`config.mk`:
```
export PLATFORM = sky130hd
export DESIGN_NAME = pipelined_cpu_core
export DESIGN_NICKNAME = d
export VERILOG_FILES = /design/src/rtl/pipelined_cpu_core.sv
export SDC_FILE = /design/constraint.sdc
export NUM_CORES = 2
export LEC_CHECK = 0
export CAP_MARGIN = 0
export CELL_PAD_IN_SITES_DETAIL_PLACEMENT = 1
export CELL_PAD_IN_SITES_GLOBAL_PLACEMENT = 2
export CORE_UTILIZATION = 46
export DETAILED_ROUTE_END_ITERATION = 7
export PLACE_DENSITY = 0.76
export SYNTH_ARGS = -nofsm -noshare
export SYNTH_HDL_FRONTEND = slang
export SYNTH_SLANG_ARGS = --single-unit
```
`constraint.sdc`:
```
create_clock -name clk -period 13.2 [get_ports clk]
set_input_delay 1.98 -clock clk [delete_from_list [all_inputs] [get_ports clk]]
set_output_delay 1.98 -clock clk [all_outputs]
set_load 0.03 [all_outputs]
```
`src/rtl/pipelined_cpu_core.sv`:
```
// pipelined_cpu_core
// Three-stage (fetch / execute / writeback) CPU core. It has a byte-loadable
// program memory, a generic-width register file, ALU-result bypassing,
// taken-branch flush, a sticky HALT state and a saturating retired-instruction
// counter.
//
// Ports:
//   clk           in   1            clock, rising edge
//   rst           in   1            synchronous active-high reset
//   pmWrEn        in   1            program-memory byte write enable
//   pmAddr        in   PM_ADDWIDTH  program-memory byte address (little-endian)
//   instructionIn in   8            byte to write
//   aluresult     out  DATAWIDTH    writeback-stage result (wbData)
//   pc            out  PM_ADDWIDTH-2 fetch word address
//   halted        out  1            core has executed HALT
//   retired       out  CNTWIDTH     executed non-NOP instructions, saturating
//
// Core state:
//   state    | meaning
//   RUN_S    | fetching and executing normally
//   HALTED_S | HALT executed; pc frozen, ir held at NOP until rst
module pipelined_cpu_core #(
    parameter int DATAWIDTH   = 32,
    parameter int PM_ADDWIDTH = 8,
    parameter int REGADD      = 5,
    parameter int CNTWIDTH    = 16
) (
    input  logic                   clk,
    input  logic                   rst,
    input  logic                   pmWrEn,
    input  logic [PM_ADDWIDTH-1:0] pmAddr,
    input  logic [7:0]             instructionIn,
    output logic [DATAWIDTH-1:0]   aluresult,
    output logic [PM_ADDWIDTH-3:0] pc,
    output logic                   halted,
    output logic [CNTWIDTH-1:0]    retired
);

    localparam int PCW   = PM_ADDWIDTH - 2;
    localparam int WORDS = 2 ** PCW;
    localparam int NREGS = 2 ** REGADD;

    localparam logic [6:0] OP_ADD  = 7'h01;
    localparam logic [6:0] OP_SUB  = 7'h02;
    localparam logic [6:0] OP_AND  = 7'h03;
    localparam logic [6:0] OP_OR   = 7'h04;
    localparam logic [6:0] OP_XOR  = 7'h05;
    localparam logic [6:0] OP_SLL  = 7'h06;
    localparam logic [6:0] OP_SRL  = 7'h07;
    localparam logic [6:0] OP_LDI  = 7'h10;
    localparam logic [6:0] OP_BEQ  = 7'h20;
    localparam logic [6:0] OP_JMP  = 7'h21;
    localparam logic [6:0] OP_HALT = 7'h7F;

    typedef enum logic {
        RUN_S    = 1'b0,
        HALTED_S = 1'b1
    } coreState_t;

    coreState_t state, stateNext;

    logic [31:0]           pm [WORDS];
    logic [DATAWIDTH-1:0]  regs [NREGS];
    logic [31:0]           ir;
    logic [PCW-1:0]        pcReg;
    logic                  wbEn;
    logic [REGADD-1:0]     wbAddr;
    logic [DATAWIDTH-1:0]  wbData;
    logic [CNTWIDTH-1:0]   retiredReg;

    logic [6:0]            opcode;
    logic [REGADD-1:0]     rd, rs1, rs2;
    logic [19:0]           imm20;
    logic [PCW-1:0]        target;
    logic [DATAWIDTH-1:0]  srcA, srcB, shAmt, result;
    logic                  writeEn, branchTaken, opHalt, retire;

    assign opcode = ir[6:0];
    assign rd     = ir[7 +: REGADD];
    assign rs1    = ir[12 +: REGADD];
    assign rs2    = ir[17 +: REGADD];
    assign imm20  = ir[31:12];
    assign target = ir[22 +: PCW];

    // Operand read: r0 is hard zero and never bypassed.
    always_comb begin
        srcA = '0;
        srcB = '0;
        if (rs1 != '0) srcA = (wbEn && wbAddr == rs1) ? wbData : regs[rs1];
        if (rs2 != '0) srcB = (wbEn && wbAddr == rs2) ? wbData : regs[rs2];
    end

    assign shAmt = srcB % DATAWIDTH'(DATAWIDTH);

    always_comb begin
        result      = '0;
        writeEn     = 1'b0;
        branchTaken = 1'b0;
        opHalt      = 1'b0;
        retire      = 1'b0;
        unique case (opcode)
            OP_ADD:  begin result = srcA + srcB;   writeEn = 1'b1; end
            OP_SUB:  begin result = srcA - srcB;   writeEn = 1'b1; end
            OP_AND:  begin result = srcA & srcB;   writeEn = 1'b1; end
            OP_OR:   begin result = srcA | srcB;   writeEn = 1'b1; end
            OP_XOR:  begin result = srcA ^ srcB;   writeEn = 1'b1; end
            OP_SLL:  begin result = srcA << shAmt; writeEn = 1'b1; end
            OP_SRL:  begin result = srcA >> shAmt; writeEn = 1'b1; end
            OP_LDI:  begin result[19:0] = imm20;   writeEn = 1'b1; end
            OP_BEQ:  begin branchTaken = (srcA == srcB); retire = 1'b1; end
            OP_JMP:  begin branchTaken = 1'b1;           retire = 1'b1; end
            OP_HALT: begin opHalt = 1'b1;                retire = 1'b1; end
            default: ;
        endcase
        if (writeEn) retire = 1'b1;
    end

    always_ff @(posedge clk) begin
        if (rst) state <= RUN_S;
        else     state <= stateNext;
    end

    always_comb begin
        stateNext = state;
        if (state == RUN_S && opHalt) stateNext = HALTED_S;
    end

    // Program memory is not reset; a same-cycle fetch sees the old word.
    always_ff @(posedge clk) begin
        if (pmWrEn) pm[pmAddr[PM_ADDWIDTH-1:2]][{pmAddr[1:0], 3'b000} +: 8] <= instructionIn;
    end

    always_ff @(posedge clk) begin
        if (rst) begin
            pcReg      <= '0;
            ir         <= '0;
            wbEn       <= 1'b0;
            wbAddr     <= '0;
            wbData     <= '0;
            retiredReg <= '0;
            for (int i = 0; i < NREGS; i++) regs[i] <= '0;
        end else begin
            // Fetch; a taken branch or HALT replaces the fetched word with a NOP.
            if (state == RUN_S) begin
                if (opHalt) begin
                    ir <= '0;
                end else if (branchTaken) begin
                    ir    <= '0;
                    pcReg <= target;
                end else begin
                    ir    <= pm[pcReg];
                    pcReg <= pcReg + 1'b1;
                end
            end

            wbEn <= writeEn;
            if (writeEn) begin
                wbData <= result;
                wbAddr <= rd;
            end

            if (wbEn && wbAddr != '0) regs[wbAddr] <= wbData;

            if (retire && retiredReg != '1) retiredReg <= retiredReg + 1'b1;
        end
    end

    assign aluresult = wbData;
    assign pc        = pcReg;
    assign halted    = (state == HALTED_S);
    assign retired   = retiredReg;

endmodule

```
=== Word level (Yosys, flattened, before mapping) ===
Memories as Yosys holds them, arrays and structs flattened. A register that Yosys moved wholly into a read port is not among the register bits.
Index checks and enable logic that the tools add are counted.

* Add/sub/neg operators: 5
* Multipliers: 0
* Divide/modulo/power cells: 0
* $lt $le $gt $ge: 0
* Equality and inequality tests: 15
* Shifts and indexed selects: 4
* Mux-type cells: 30
* Bitwise gates (word level): 5
* Reductions and logical operators: 12

{| class="wikitable"
|+ Operators with widths
! operator !! number
|-
| two-way mux 32 bit || 8
|-
| case mux 20 bit (8 select lines) || 1
|-
| case mux 12 bit (7 select lines) || 1
|-
| adder 32 bit || 1
|-
| bitwise AND 32 bit || 1
|-
| equality test 32 bit || 1
|-
| OR 32 bit || 1
|-
| OR reduction 32 bit || 1
|-
| variable shift 8 x 7 -> 32 bit, first input constant || 1
|-
| indexed part select 8 x 7 -> 32 bit || 1
|-
| left shift 32 x 5 -> 32 bit || 1
|-
| >> shifter 32 x 5 -> 32 bit || 1
|-
| subtractor 32 bit || 1
|-
| XOR 32 bit || 1
|-
| equality test 7 x 3 -> 1 bit, second input constant || 4
|-
| two-way mux 5 bit || 5
|-
| two-way mux 6 bit || 3
|-
| adder 16 x 1 -> 16 bit, second input constant || 1
|-
| != test 16 bit, second input constant || 1
|-
| nonzero test 5 bit || 3
|-
| equality test 7 x 2 -> 1 bit, second input constant || 2
|-
| equality test 7 x 6 -> 1 bit, second input constant || 2
|-
| two-way mux 1 bit || 11
|-
| equality test 5 bit || 2
|-
| other kinds (11) || 16
|}

* Flip-flop bits (word level): 93
* Bits in latches: 0
* Bits in writable memories: 3072
* Bits in read-only memories: 0
* Input port bits: 19
* Output and inout bits: 55
* Word-level logic and storage cells: 80
* Memories kept: 2

{| class="wikitable"
|+ Memories
! memory !! words !! width !! rd ports !! clocked after Yosys merged registers in !! write ports !! line !! source
|-
| pm || 64 || 32 || 1 || 1 || 1 || 62 || <nowiki>logic [31:0] pm [WORDS];</nowiki>
|-
| regs || 32 || 32 || 2 || 2 || 32 || 63 || <nowiki>logic [DATAWIDTH-1:0] regs [NREGS];</nowiki>
|}

=== Depth between registers and ports, before layout ===
* Depth in word-level cells: 10
* Depth in mapped cells: 26

=== Worst setup path after synthesis ===
OpenSTA, ideal clock, no wires.

* Path type: register -> register
* From: reg (tool-made name)
* To: reg wbData[18], in the netlist aluresult[18]
* Arrival: 5.955 ns
* Setup slack: 7.152 ns
* Stages on the path, launching flop included: 25
* Path buffers: 7
* Period minus slack after synthesis: 6.048 ns
* Path through: dfxtp_1 -> buf_4 -> buf_6 -> buf_4 -> buf_2 -> clkbuf_1 -> buf_1 -> mux4_2 -> mux4_2 -> mux2i_1 -> nand2_1 -> o211ai_1 -> ha_1 -> clkbuf_1 -> a21oi_1 -> o21ai_0 -> a2111oi_0 -> o311a_1 -> o21bai_1 -> a2111oi_0 -> a41oi_1 -> o21ai_0 -> nor3_1 -> and3_1 -> o32ai_1

{| class="wikitable"
|+ RTL lines
! element !! line !! source
|-
| to (signal assigned) || 158 || <nowiki>wbData <= result;</nowiki>
|-
| to (decl) || 68 || <nowiki>logic [DATAWIDTH-1:0] wbData;</nowiki>
|}

==> summary.md <==
| Metric | Value |
|---|---|
| Status | `finished, final reports clean` |
| Post-CTS Hold Buffers | `0` |
| Average wire per cell in the routed design | `38.0 um` |
| Yosys warnings | `0` |
| Post-synthesis sequential area ratio | `64.2%` |
| Core area | `0.318 mm^2` |
| Dominant cell type by area after synthesis | `edfxtp_1` |
| Overall routing resource usage | `30.6%` |
| Worst setup margin | `5.22 ns` |
| IO Pins | `74` |
| Leakage | `48.4 nW` |
| Synth-to-layout area growth | `10.9%` |
| Grt ovf | `0` |
| Skew-Pair Late Insertion Delay | `0.97 ns` |
| Final ANT Viol Nets | `0` |
| Antenna violations before repair | `39` |
| Share of synthesized registers carrying an async set or reset | `0%` |
| Most used DFF post-synth | `edfxtp_1` |
| Pin count of the biggest net entering global routing | `121` |
| Clock skew | `0.0846 ns` |
| Critical path type | `reg2reg` |
| Max Root-Sink Buffers | `4` |
| Avg Inst Size Synth | `17.1 um^2` |
| Max-cap violation count | `0` |
| EDFF count, synth | `3,072` |
| Total vias in the final route | `86,100` |
| H-tree depth | `5` |
| Most frequent cell after synthesis | `edfxtp_1` |
| F_max | `0.125 GHz` |
| Critical path required time | `13.95 ns` |
| Share of the synthesized area in the top cell type | `62.7%` |
| Max-slew violations | `0` |
| Final GP Congestion | `0.939` |
| Post-CTS setup buffers | `0` |
| Final-layout fill cell count | `29,000` |
| Ranking of synthesized cells by area | `edfxtp_1 63%, mux4_2 18%, and2_1 4.4%, mux2i_1 1.7%, dfxtp_1 1.5%` |
| Post-Place Setup Slack | `5.29 ns` |
| First-pass GRT wire length | `694,000 um` |
| Initial cell density of the core | `46.2%` |
| TNS Setup | `0 ns` |
| 1st-iter DRT viols | `10,200` |
| Gate Count Post-Synth | `8,623` |
| Tmin final | `7.98 ns` |
| DIE HEIGHT | `567 um` |
| Worst-path clk slew | `0.06 ns` |
| PD cells | `149 mW/mm^2` |
| Post-synth top cells | `3,072 x edfxtp_1, 1,188 x mux4_2, 1,035 x and2_1` |
| Total Wirelength | `497,000 um` |
| CTS buffer count | `342` |
| Via-per-instance ratio | `6.58` |
| Hold Fails Final Rpt | `0` |
| Netlist Area Pre-Place | `0.147 mm^2` |
| # resized after CTS | `0` |
| Number of clock sinks | `3,181` |
| Final Cycle Share | `60.5%` |
| Final setup viols | `0` |
| Die X | `567 um` |
| Worst-Margin Slew | `1.45 ns` |
| Slew Limit Headroom | `3.10%` |
| Yosys reg bits | `3,181` |
| Share of cells above drive strength 1 | `24.0%` |
| HP Class | `reg2reg` |
| Drt pass-1 iters | `5` |
| CP Data Arrival Time | `8.73 ns` |
| Root buffer cell | `clkbuf_16` |
| Crit start category | `flop` |
| Vias in the first global route | `88,500` |
| Critical path peak fanout | `95` |
| Final hold slack | `0.470 ns` |
| Nets | `8,732` |
| Clock tree from TritonCTS | `done` |
| DRC violations left | `0` |
| Worst VDD drop | `0.000130 V` |
| Port bufs | `73` |
| RSZ-0062 raised after global routing | `false` |
| DP Wirelength | `311,000 um` |
| CP endpoint kind | `flop` |
| Die Footprint | `0.322 mm^2` |
| Library cells used by synthesis | `111` |
| Rows | `207` |
-- critical path, stage by stage, from the launching register on --
cell and delay (ns):
dfxtp_4 0.72, buf_12 0.54, buf_12 0.51, mux4_2 0.57
mux4_2 0.57, mux2i_1 0.74, nand2_1 0.13, o211ai_1 0.29
ha_1 0.41, nand4_1 0.20, nor2_1 0.21, nand2_1 0.08
nor3_1 0.52, a31oi_1 0.25, nor2_1 0.73, nor3_2 0.12
buf_4 0.30, a22oi_1 0.26, nor2_1 0.10
-- layout by cell type (no fill, tap or decap), drive strengths merged, types with 32 or more instances in the layout --
master,count
clkinv,128
buf,234
a221oi,49
clkdlybuf4s50,72
nand3,42
mux4,1195
a211oi,48
o211ai,61
o21ai,140
mux2,38
nor2,535
ha,102
and2,1035
conb,32
xnor2,40
a21oi,177
nor3,70
inv,116
mux2i,258
or2,42
o22ai,42
nand2,303
dfxtp,109
clkbuf,445
edfxtp,3072
a22oi,67
-- sequential cells by signal, summed over array words and instances (netlist names), named ones only --
signal	flops
wbEn	1
retired	16
aluresult	32
pm	2048
halted	1
wbAddr	5
ir	32
pc	6
regs	1024
-- routing by layer --
metal	share of wire, %	track usage (%)
met3	8.1	5.27
met1	39	40.4
met5	0.029	0
met4	5.8	15.3
met2	48	49.3
-- worst paths after layout --
path | startpoint | end | slack (ns) | depth (start not counted)
worst max-delay path | flop | ir[17] | 5.22 | 18
worst min-delay path | ir[7] | wbAddr[0] | 0.47 | 2
worst max register to register | flop | ir[17] | 5.22 | 18
worst min register to register | ir[7] | wbAddr[0] | 0.47 | 2
-- per-stage QoR --
step | instances | instance area, um^2 | total power, mW | utilization (%)
2_1_floorplan | 8654 | 147000 | 13.7 | -
3_3_place_gp | 12400 | 152000 | 15.0 | 47.9
3_5_place_dp | 12400 | 152000 | 15.0 | 47.9
4_1_cts | 13100 | 163000 | 24.4 | 51.3
5_1_grt | 13100 | 163000 | 24.9 | 51.3
6_report | 13100 | 163000 | 24.3 | 51.3
-- report_power, final --
part	internal (mW)	switching, mW	total (mW)	leakage [nW]
Combinational	1.22	2.36	3.57	17.1
Sequential	11.2	0.148	11.3	26.1
Clock	5.35	4.10	9.44	5.23
Total	17.7	6.60	24.3	48.4
-- area by class of cell --
| cell class | count | area (um^2) | area share [%] |
|---|---|---|---|
| multi-input cells | 4669 | 49500 | 30.4 |
| inverters | 109 | 410 | 0.252 |
| repair buffers | 306 | 2630 | 1.61 |
| well taps | 4180 | 5230 | 3.21 |
| clock inverters | 168 | 1650 | 1.01 |
| diodes | 22 | 55.1 | 0.0338 |
| flip-flops and latches | 3181 | 94500 | 57.9 |
| clock buffers | 445 | 9130 | 5.60 |
-- kinds of logic after synthesis --
family	after synthesis	synth area share, %
multiplexers	1491	20.4
flip-flops	3181	64.2
AND/OR/NAND/NOR	2171	7.79
AO/OA/AOI/OAI	821	3.96
XOR/XNOR	50	0.298
buffers and inverters	804	2.46
adder cells (fa/ha/maj)	104	0.895
other	1	0.00255
No activity file was read; power rests on OpenSTA's default activity.
